File: config.mk
export PLATFORM = sky130hd
export DESIGN_NAME = logic_op_arbiter
export DESIGN_NICKNAME = d
export VERILOG_FILES = /design/src/rtl/logic_ops_pkg.sv /design/src/rtl/logic_unit.sv /design/src/rtl/logic_op_arbiter.sv
export SDC_FILE = /design/constraint.sdc
export NUM_CORES = 1
export LEC_CHECK = 0
export CAP_MARGIN = 10
export CORE_ASPECT_RATIO = 0.9
export CORE_MARGIN = 5
export CORE_UTILIZATION = 49
export DETAILED_ROUTE_END_ITERATION = 8
export PLACE_DENSITY = 0.89
export REMOVE_ABC_BUFFERS = 1
export SLEW_MARGIN = 40
export SYNTH_ARGS = -nofsm -noshare
export SYNTH_HDL_FRONTEND = slang
export SYNTH_SLANG_ARGS = --single-unit
File: constraint.sdc
create_clock -name clk -period 3.1 [get_ports clk]
set_input_delay 0.62 -clock clk [delete_from_list [all_inputs] [get_ports clk]]
set_output_delay 0.62 -clock clk [all_outputs]
set_load 0.05 [all_outputs]
File: src/rtl/logic_ops_pkg.sv
// Shared definitions for the logic-op arbiter: op codes, default width and
// FSM state encodings.
package logic_ops_pkg;

  localparam int WIDTH_DEF = 16;

  typedef enum logic [2:0] {
    OP_AND  = 3'b000,
    OP_OR   = 3'b001,
    OP_XOR  = 3'b010,
    OP_NAND = 3'b011,
    OP_NOR  = 3'b100,
    OP_XNOR = 3'b101,
    OP_NOTA = 3'b110,
    OP_PASS = 3'b111
  } op_e;

  typedef enum logic {
    IDLE = 1'b0,
    BUSY = 1'b1
  } state_e;

endpackage

File: src/rtl/logic_unit.sv
// Purely combinational bitwise unit shared by both requesters.
module logic_unit
  import logic_ops_pkg::*;
#(
  parameter int WIDTH = WIDTH_DEF
) (
  input  op_e              op,
  input  logic [WIDTH-1:0] a,
  input  logic [WIDTH-1:0] b,
  output logic [WIDTH-1:0] res
);

  always_comb begin
    res = a;
    case (op)
      OP_AND:  res = a & b;
      OP_OR:   res = a | b;
      OP_XOR:  res = a ^ b;
      OP_NAND: res = ~(a & b);
      OP_NOR:  res = ~(a | b);
      OP_XNOR: res = ~(a ^ b);
      OP_NOTA: res = ~a;
      OP_PASS: res = a;
      default: res = a;
    endcase
  end

endmodule

File: src/rtl/logic_op_arbiter.sv
// Two-requester round-robin arbiter in front of one shared logic unit; the
// granted op's result is registered and held until the consumer takes it.
module logic_op_arbiter
  import logic_ops_pkg::*;
#(
  parameter int WIDTH = WIDTH_DEF
) (
  input  logic             clk,
  input  logic             rst,
  input  logic             req0,
  input  logic             req1,
  input  logic [2:0]       op0,
  input  logic [2:0]       op1,
  input  logic [WIDTH-1:0] A0,
  input  logic [WIDTH-1:0] B0,
  input  logic [WIDTH-1:0] A1,
  input  logic [WIDTH-1:0] B1,
  output logic             ack0,
  output logic             ack1,
  output logic [WIDTH-1:0] out,
  output logic             out_valid,
  input  logic             out_ready,
  output logic             out_tag,
  output logic             out_zero
);

  state_e           state, state_nxt;
  logic             last_gnt;
  logic             gnt_vld, gnt_sel;
  op_e              sel_op;
  logic [WIDTH-1:0] sel_a, sel_b, res;

  always_comb begin
    state_nxt = state;
    gnt_vld   = 1'b0;
    gnt_sel   = 1'b0;
    case (state)
      IDLE: begin
        if (req0 || req1) begin
          gnt_vld   = 1'b1;
          // On contention the requester that lost last time wins.
          gnt_sel   = (req0 && req1) ? ~last_gnt : req1;
          state_nxt = BUSY;
        end
      end
      BUSY: if (out_ready) state_nxt = IDLE;
      default: state_nxt = IDLE;
    endcase
  end

  assign ack0   = gnt_vld & ~gnt_sel;
  assign ack1   = gnt_vld &  gnt_sel;
  assign sel_op = op_e'(gnt_sel ? op1 : op0);
  assign sel_a  = gnt_sel ? A1 : A0;
  assign sel_b  = gnt_sel ? B1 : B0;

  logic_unit #(.WIDTH(WIDTH)) u_lu (
    .op (sel_op),
    .a  (sel_a),
    .b  (sel_b),
    .res(res)
  );

  always_ff @(posedge clk or posedge rst) begin
    if (rst) begin
      state    <= IDLE;
      last_gnt <= 1'b1;
      out      <= '0;
      out_tag  <= 1'b0;
    end else begin
      state <= state_nxt;
      if (gnt_vld) begin
        out      <= res;
        out_tag  <= gnt_sel;
        last_gnt <= gnt_sel;
      end
    end
  end

  assign out_valid = (state == BUSY);
  assign out_zero  = ~|out;

endmodule

Word level (Yosys, flattened, before mapping):

Index checks and enable logic that the tools add are counted.
W data, S select, Z words.

* multiplexer cells: 11
* magnitude comparators: 0
* multiply operators: 0
* add/sub/neg operators: 0
* shifts and indexed selects: 0
* divide/modulo/power cells: 0
* eq/ne operators: 7
* bitwise logic cells: 12
* reductions and logical operators: 5

Operators with widths (count)
* $pmux W16 S8: 1
* $not A16 Y16: 4
* $mux W16: 2
* $and A16 B16 Y16: 1
* $or A16 B16 Y16: 1
* $reduce_or A16 Y1: 1
* $xor A16 B16 Y16: 1
* $eq A3 B3 Y1 const B: 4
* $eq A3 B2 Y1 const B: 2
* $mux W1: 6
* $eq A3 B1 Y1 const B: 1
* $logic_not A3 Y1: 1
* $mux W3: 1
* $not A1 Y1: 3
* $and A1 B1 Y1: 2
* $pmux W1 S2: 1
* $logic_and A1 B1 Y1: 1
* $logic_not A1 Y1: 1
* $logic_or A1 B1 Y1: 1

* memories kept: 0
* memory bits (read-only): 0
* output and inout bits: 21
* input port bits: 75
* register bits after elaboration: 19
* latch bits: 0
* memory bits (writable): 0

Logic depth before layout (Yosys ltp):

Gate-level depths: netlist of run 1.

* depth after elaboration: 8
* mapped depth: 13
* mapped depth without buffers: 10

Hierarchy:

A second synthesis of run 1 with hierarchy kept.

* cells, all modules: 308
* area total of the unflattened synthesis: 2941.6 um^2

Modules (own cells, without submodules)
* logic_unit: sequential area each 0.0 um^2, area an instance 1731.7 um^2, times used 1, cells an instance 218
* logic_op_arbiter: sequential area each 476.7 um^2, area an instance 1209.9 um^2, times used 1, cells an instance 90

Worst setup path before layout of run 1:

Ideal clock, no wire load.

* kind: reg2reg
* start: register state (netlist: out_valid)
* end: register out[11]
* stages on the path, launching flop included: 14
* buffers on the path: 3
* period minus slack after synthesis: 3.061 ns
* data required time: 2.971 ns
* setup slack: 0.039 ns
* arrival time: 2.932 ns
* path through: dfrtp_1 nand2b_1 or2_4 clkinv_4 buf_2 buf_2 buf_2 nand2_1 nand2_1 inv_1 ha_1 or3b_2 nand4_1 a31oi_1

* longest elaborated chain between the ends: 5
* elaborated cells between the ends (all ways): 21
* those cells by class: eq/ne: 7; mux: 6; bitwise: 7; reduce/logical: 1

Ends and longest elaborated chain
* start, declared: line logic_op_arbiter.sv:27 `state_e state, state_nxt;`
* start signal, assigned: line logic_op_arbiter.sv:71 `state <= state_nxt;`
* $mux W1: line logic_op_arbiter.sv:37 `case (state)`
* $mux W16, on equally long branches: line logic_op_arbiter.sv:54, logic_op_arbiter.sv:55
* $xor A16 B16 Y16, or another cell as far along: line logic_unit.sv:18, logic_unit.sv:21
* $not A16 Y16, on equally long branches: line logic_unit.sv:21, logic_unit.sv:19, logic_unit.sv:20
* $pmux W16 S8: line logic_unit.sv:15 `case (op)`
* end signal, assigned: line logic_op_arbiter.sv:73 `out <= res;`
* end, declared: line logic_op_arbiter.sv:20 `output logic [WIDTH-1:0] out,`

Parallel ways exist; a longest one is shown, timed or not.
A chain may end at the register's enable or synchronous reset.

Worst setup path after layout of run 1:

* start: input port req0
* end: register out[1]

* longest elaborated chain between the ends: 8
* elaborated cells between the ends (all ways): 26
* those cells by class: eq/ne: 7; mux: 9; bitwise: 7; reduce/logical: 3

Ends and longest elaborated chain
* start, declared: line logic_op_arbiter.sv:10 `input logic req0,`
* $logic_and A1 B1 Y1: line logic_op_arbiter.sv:42 `gnt_sel = (req0 && req1) ? ~last_gnt : req1;`
* $mux W1: line logic_op_arbiter.sv:42
* $mux W1: line logic_op_arbiter.sv:39 `if (req0 || req1) begin`
* $mux W1: line logic_op_arbiter.sv:37
* $mux W16, on equally long branches: line logic_op_arbiter.sv:54, logic_op_arbiter.sv:55
* $xor A16 B16 Y16, or another cell as far along: line logic_unit.sv:18, logic_unit.sv:21
* $not A16 Y16, on equally long branches: line logic_unit.sv:21, logic_unit.sv:19, logic_unit.sv:20
* $pmux W16 S8: line logic_unit.sv:15

Parallel ways exist; a longest one is shown, timed or not.

==> metrics, run 1 <==
Hold/Removal Path Class flop to flop; CTS clock-pin slew for the worst setup and hold paths 0.07 ns; Core Util, Final 69.64%; Slew Viols, Final 0; drt via density 6.233; Netlist Area Pre-Place 3156 um^2; area fraction of the dominant cell type after synthesis 14.27%; WHS Path Cells 2; Fill cells 506; status complete, no violations; asr flop ratio synth 100.0%; area fraction in compound gates after synthesis 17.80%; PortBufs 95; CP Launch Type primary input; Layout area overhead 36.44%; Worst-Skew Late Latency 0.27 ns; area of the multi-input gates 2396 um^2; GRT Util Overall 26.62%; Commonest cells post-synth nand2_1, inv_1, o22ai_1, ha_1, mux2i_1; endpoint type of the worst setup path flop; vias 3,771; die area 8147 um^2; number of diodes 0; R2R depth 9; power share of the combinational group 72.6%; Slew @ Worst Pin 0.8270 ns; TritonCTS buffer count 3; H-tree depth 1; Pint 1171 uW; Simple-Gate Fraction of Synth Area 26.53%; io pins 96; Post CTS Setup Buffer Count 0; CTS tree built; Max Fclk 0.3385 GHz; drt initial violations 391; post-synth cell types 39; capturing point of the worst reg2reg path out[1]$_DFFE_PP0P_; # Max-Cap Violations 0; cells after synthesis 432; largest cells by area after synthesis dfrtp_1, ha_1, mux2i_1; clock root buffer clkbuf_8; RD Place Congestion 0.9760; first-pass GRT wire length 17,770 um; prevailing post-synth register cell dfrtp_1; YS warnings 0; net switching power 1297 uW; main combinational cell family by area after synthesis simple AND/OR/NAND/NOR gates; Adder-Cell Fraction of Synth Area 12.29%; Clock power frac 7.4%; vias in the first global route 3,744; Initial Utilization 51.04%; clock buffer depth 2; sequential share of power 20.0%; DR pass1 iterations 5; area leader, netlist dfrtp_1; largest net degree at the start of global routing 34; Routed WL 10,900 um; Register Area 476.7 um^2; fin crit period 2.955 ns; die width 94.59 um; Final Hold Viols 0; crit path DAT 3.10 ns; Max transition margin 44.70%; post-cts sizing count 0; post-route antenna net violation count 0; layout cell share with drive strength beyond 1 8.687%; PwrDens 573.4 nW/um^2; r2r setup slk 0.50 ns; Remaining DRCs 0; worst vdd ir 0.0002784 V; hold_buf cts 0; CTS Sinks 19; Clock Skew 0.007912 ns; Routed WL per cell 18.02 um; most common cell in the netlist nand2_1; Leak Pwr 0.001950 uW; origin of the worst min-delay path last_gnt$_DFFE_PP1P_; core area 6182 um^2; Synth Register Bits 19; origin of the critical flop-to-flop path last_gnt$_DFFE_PP1P_; worst endpoint required time 3.24 ns; sequential area share after synthesis 15.11%; initial antenna violation count 0; total power 2469 uW; FP Rows 27; critical path type primary input to flop; Hold Path Sink last_gnt$_DFFE_PP1P_; mux cell area share after synthesis 11.70%; Final Setup Violations 0; Tcrit/Tclk final 95.31%; grt total ovfl 0; die height 86.13 um; mean area per synthesized cell 7.304 um^2; Sw Share 52.55%; Final #Nets 625; EDFF count, synth 0; Crit Path Max Fanout 11; dpl hpwl 8179 um; RSZ-0062 raised after global routing false; XOR/XNOR share of the synthesized area 7.216%
[critical path, cell delays in order]
cell and delay (ns):
clkdlybuf4s50_1 0.51, and2_1 0.16, or2_4 0.24, buf_12 0.17, mux2i_1 0.29, inv_1 0.11, ha_1 0.34, or3b_2 0.46
nand4_1 0.10, a31oi_1 0.08
[kinds of logic (layout without fill, tap and decap cells)]
logic type               Yosys count  after routing
AO/OA/AOI/OAI                     92             92
XOR/XNOR                          26             26
adder cells (fa/ha/maj)           31             31
buffers and inverters             66            152
flip-flops                        19             19
multiplexers                      35             35
AND/OR/NAND/NOR                  163            163
[sequential cells by signal (all words and copies together) (netlist names)]
register,flops
out_valid,1
out,16
out_tag,1
last_gnt,1
[worst max path at each step]
stage	startpoint	end	slack (ns)	cells past startpoint
final	req0	out[1]$_DFFE_PP0P_	0.15	10
after global routing	req0	out[1]$_DFFE_PP0P_	0.07	10
after CTS	req0	ack0	0.08	7
after detailed placement	req0	out[11]$_DFFE_PP0P_	-0.03	10
after global placement	req1	out[15]$_DFFE_PP0P_	0.08	8
after floorplan	out_valid$_DFF_PP0_	out[15]$_DFFE_PP0P_	-0.32	7
[layout make-up]
class / instances / share of cell area (%)
timing repair buffer: 115 / 26.62
tap: 87 / 2.528
multi-input combinational: 347 / 55.65
inverter: 33 / 3.051
clock inverter: 1 / 0.1162
sequential: 19 / 11.07
clock buffer: 3 / 0.9590
[layer usage]
| metal | routed length (um) | vias to the layer above | global-route usage, % |
|---|---|---|---|
| met2 | 5217 | 261 | 44.59 |
| met5 | 0 | - | 0 |
| met1 | 4163 | 1736 | 33.58 |
| met4 | 364 | 0 | 11.01 |
| met3 | 1158 | 41 | 4.737 |
| li1 | - | 1733 | - |
[layout by cell type, fill, tap and decap left out, types with 3 or more instances in the layout]
cell and count:
nand3_1 16, nand4b_1 7, clkdlybuf4s50_1 93, inv_1 31, xor2_1 26, clkbuf_8 3, buf_12 4, o22ai_1 32
mux2i_1 30, or3b_2 8, nand4_1 17, buf_4 18, a31oi_1 14, o21ai_0 26, dfrtp_1 18, nand2_1 61
a21oi_1 5, ha_1 31, a22oi_1 4, or3b_1 4, nor2_1 19, nor4_1 6, o211ai_1 3, a211o_1 3
o21ai_1 3, and2_1 3, nor3_1 14
[through the flow]
| step | std cells | hold WS (ns) | setup TNS [ns] | area, um^2 | setup WS (ns) |
|---|---|---|---|---|---|
| after floorplan | 399 | 0.4360 | -2.455 | 2989 | -0.3173 |
| after global placement | 601 | 0.4503 | 0 | 4248 | 0.07730 |
| after detailed placement | 601 | 0.4566 | -0.1116 | 4248 | -0.03151 |
| after CTS | 605 | 0.4685 | 0 | 4294 | 0.08250 |
| after global routing | 605 | 0.4874 | 0 | 4305 | 0.06598 |
| final | 605 | 0.4700 | 0 | 4305 | 0.1454 |
[power groups by stage]
stage	Sequential, uW	Clock [uW]	Combinational (uW)
6_report	493	183	1790
5_1_grt	501	191	1910
4_1_cts	485	179	1770
3_5_place_dp	489	0	1760
3_3_place_gp	490	0	1700
2_1_floorplan	860	0	714
(Power assumes the default switching activity.)
==> inputs of run 2 (changes only) <==
- TNS_END_PERCENT: unset -> 50
==> results of run 2 <==
No change in the layout: final DEF, timing and power equal those of run 1.
==> inputs of run 3 (changes only) <==
- SLEW_MARGIN: 40 -> 10
==> run 3 against run 2 <==
  * Fmax is 0.78% lower
  * Cell count stayed put
  * Final area stayed put
  * Critical path depth stayed put
  * Worst hold slack worse by 0.00051 ns
  * Largest cell class unchanged
  * Highest routed layer unchanged
==> metrics, run 3 (synthesis results as in run 1) <==
fin crit period 2.978 ns (+0.02311 ns); Worst-Skew Late Latency 0.27 ns (about the same); vias 3,788 (+0.45%); CTS Sinks 19 (unchanged); endpoint type of the worst setup path flop; Crit Path Max Fanout 11 (unchanged); FP Rows 27 (unchanged); H-tree depth 1 (unchanged); GRT Util Overall 26.62% (unchanged); die width 94.59 um (unchanged); Final Setup Violations 0 (unchanged); clock buffer depth 2 (unchanged); Slew @ Worst Pin 0.8272 ns (+0.0001889 ns); Layout area overhead 36.44% (unchanged); status complete, no violations; commonest cells after routing, fill and taps aside clkdlybuf4s50_1, nand2_1, inv_1, o22ai_1, ha_1; first-pass GRT wire length 17,770 um (unchanged); TritonCTS buffer count 3 (unchanged); CTS clock-pin slew for the worst setup and hold paths 0.07 ns (about the same); Clock Skew 0.009863 ns (+0.001952 ns); Fill cells 506 (unchanged); Initial Utilization 51.04% (unchanged); number of diodes 0 (unchanged); Routed WL per cell 17.97 um (-0.28%); # Max-Cap Violations 0 (unchanged); final worst slack 0.1223 ns (-0.02311 ns); Tcrit/Tclk final 96.05% (+0.75 points); Final #Nets 625 (unchanged); vias in the first global route 3,744 (unchanged); clock root buffer clkbuf_8; CP Launch Type primary input; core area 6182 um^2 (unchanged); drt initial violations 391 (unchanged); Remaining DRCs 0 (unchanged); post-route antenna net violation count 0 (unchanged); RSZ-0062 raised after global routing false; initial antenna violation count 0 (unchanged); RD Place Congestion 0.9760 (unchanged); Hold/Removal Path Class flop to flop; Post CTS Setup Buffer Count 0 (unchanged); Leak Pwr 0.001951 uW (about the same); Max transition margin 44.69% (about the same); die height 86.13 um (unchanged); Routed WL 10,870 um (-0.28%); dpl hpwl 8179 um (unchanged); PortBufs 95 (unchanged); PwrDens 572.6 nW/um^2 (-0.14%); io pins 96 (unchanged); Biggest register out; die area 8147 um^2 (unchanged); most common cell after layout, fill and taps aside clkdlybuf4s50_1; DR pass1 iterations 5 (unchanged); drt via density 6.261 (+0.45%); Setup WS pre-CTS -0.03151 ns (unchanged); grt total ovfl 0 (unchanged); crit path DAT 3.11 ns (about the same); worst endpoint required time 3.23 ns (about the same); CTS tree built; Final Hold Viols 0 (unchanged); worst vdd ir 0.0002778 V (-0.21%); critical path type primary input to flop; max reg flops 16 (unchanged); Max Fclk 0.3358 GHz (-0.78%); layout cell share with drive strength beyond 1 8.494% (-0.19 points); Final TNS setup 0 ns (unchanged); Slew Viols, Final 0 (unchanged); largest net degree at the start of global routing 34 (unchanged)
==> run 3: metal layers <==
layer | global-route usage [%] | up-vias | part of all wire (%)
met5 | 0 | - | 0
met4 | 11.01 | 0 | 4.4
met3 | 4.737 | 58 | 12
met2 | 44.59 | 282 | 47
met1 | 33.58 | 1717 | 37
li1 | - | 1731 | -
==> run 3: worst paths after layout <==
check	startpoint	endpoint	slack, ns	cells after the start
worst max-delay path	req0	out[1]$_DFFE_PP0P_	0.12	10
worst min-delay path	last_gnt$_DFFE_PP1P_	last_gnt$_DFFE_PP1P_	0.47	2
max in group asynchronous	rst	out[11]$_DFFE_PP0P_	1.82	2
min in group asynchronous	rst	out[12]$_DFFE_PP0P_	0.80	2
worst min register to register	last_gnt$_DFFE_PP1P_	last_gnt$_DFFE_PP1P_	0.47	2
worst max register to register	last_gnt$_DFFE_PP1P_	out[1]$_DFFE_PP0P_	0.48	9
==> run 3: report_power, final <==
group          internal (uW)  total (uW)  switching (uW)
logic                    711        1790            1080
registers                371         490             119
clock network           89.6         182            92.3
==> run 3: cell type report <==
| class | instances | area [um^2] | share of cell area [%] |
|---|---|---|---|
| clock buffer | 3 | 41.29 | 0.9590 |
| tap | 87 | 108.9 | 2.528 |
| inverter | 33 | 131.4 | 3.051 |
| multi-input combinational | 347 | 2396 | 55.65 |
| clock inverter | 1 | 5.005 | 0.1162 |
| sequential | 19 | 476.7 | 11.07 |
| timing repair buffer | 115 | 1146 | 26.62 |
==> run 3: stage by stage <==
step / std cells / area [um^2] / total power, uW / hold slack (ns) / utilization (%)
2_1_floorplan: 399 / 2989 / 1574 / 0.4360 / -
5_1_grt: 605 / 4305 / 2602 / 0.4874 / 69.64
4_1_cts: 605 / 4294 / 2436 / 0.4685 / 69.46
3_5_place_dp: 601 / 4248 / 2253 / 0.4566 / 68.71
3_3_place_gp: 601 / 4248 / 2189 / 0.4503 / 68.71
6_report: 605 / 4305 / 2465 / 0.4695 / 69.64
==> run 3: timing repair <==
action | in CTS | in global routing
hold buffers | 0 | 0
setup endpoints to repair | 0 | 6
resized for setup | 0 | 2
==> run 3: worst max-delay path, stage by stage <==
cell and delay, ns:
clkdlybuf4s50_1 0.51, and2_1 0.16, or2_4 0.24, buf_12 0.17
mux2i_1 0.29, inv_1 0.11, ha_1 0.34, or3b_2 0.46
nand4_1 0.10, a31oi_1 0.10
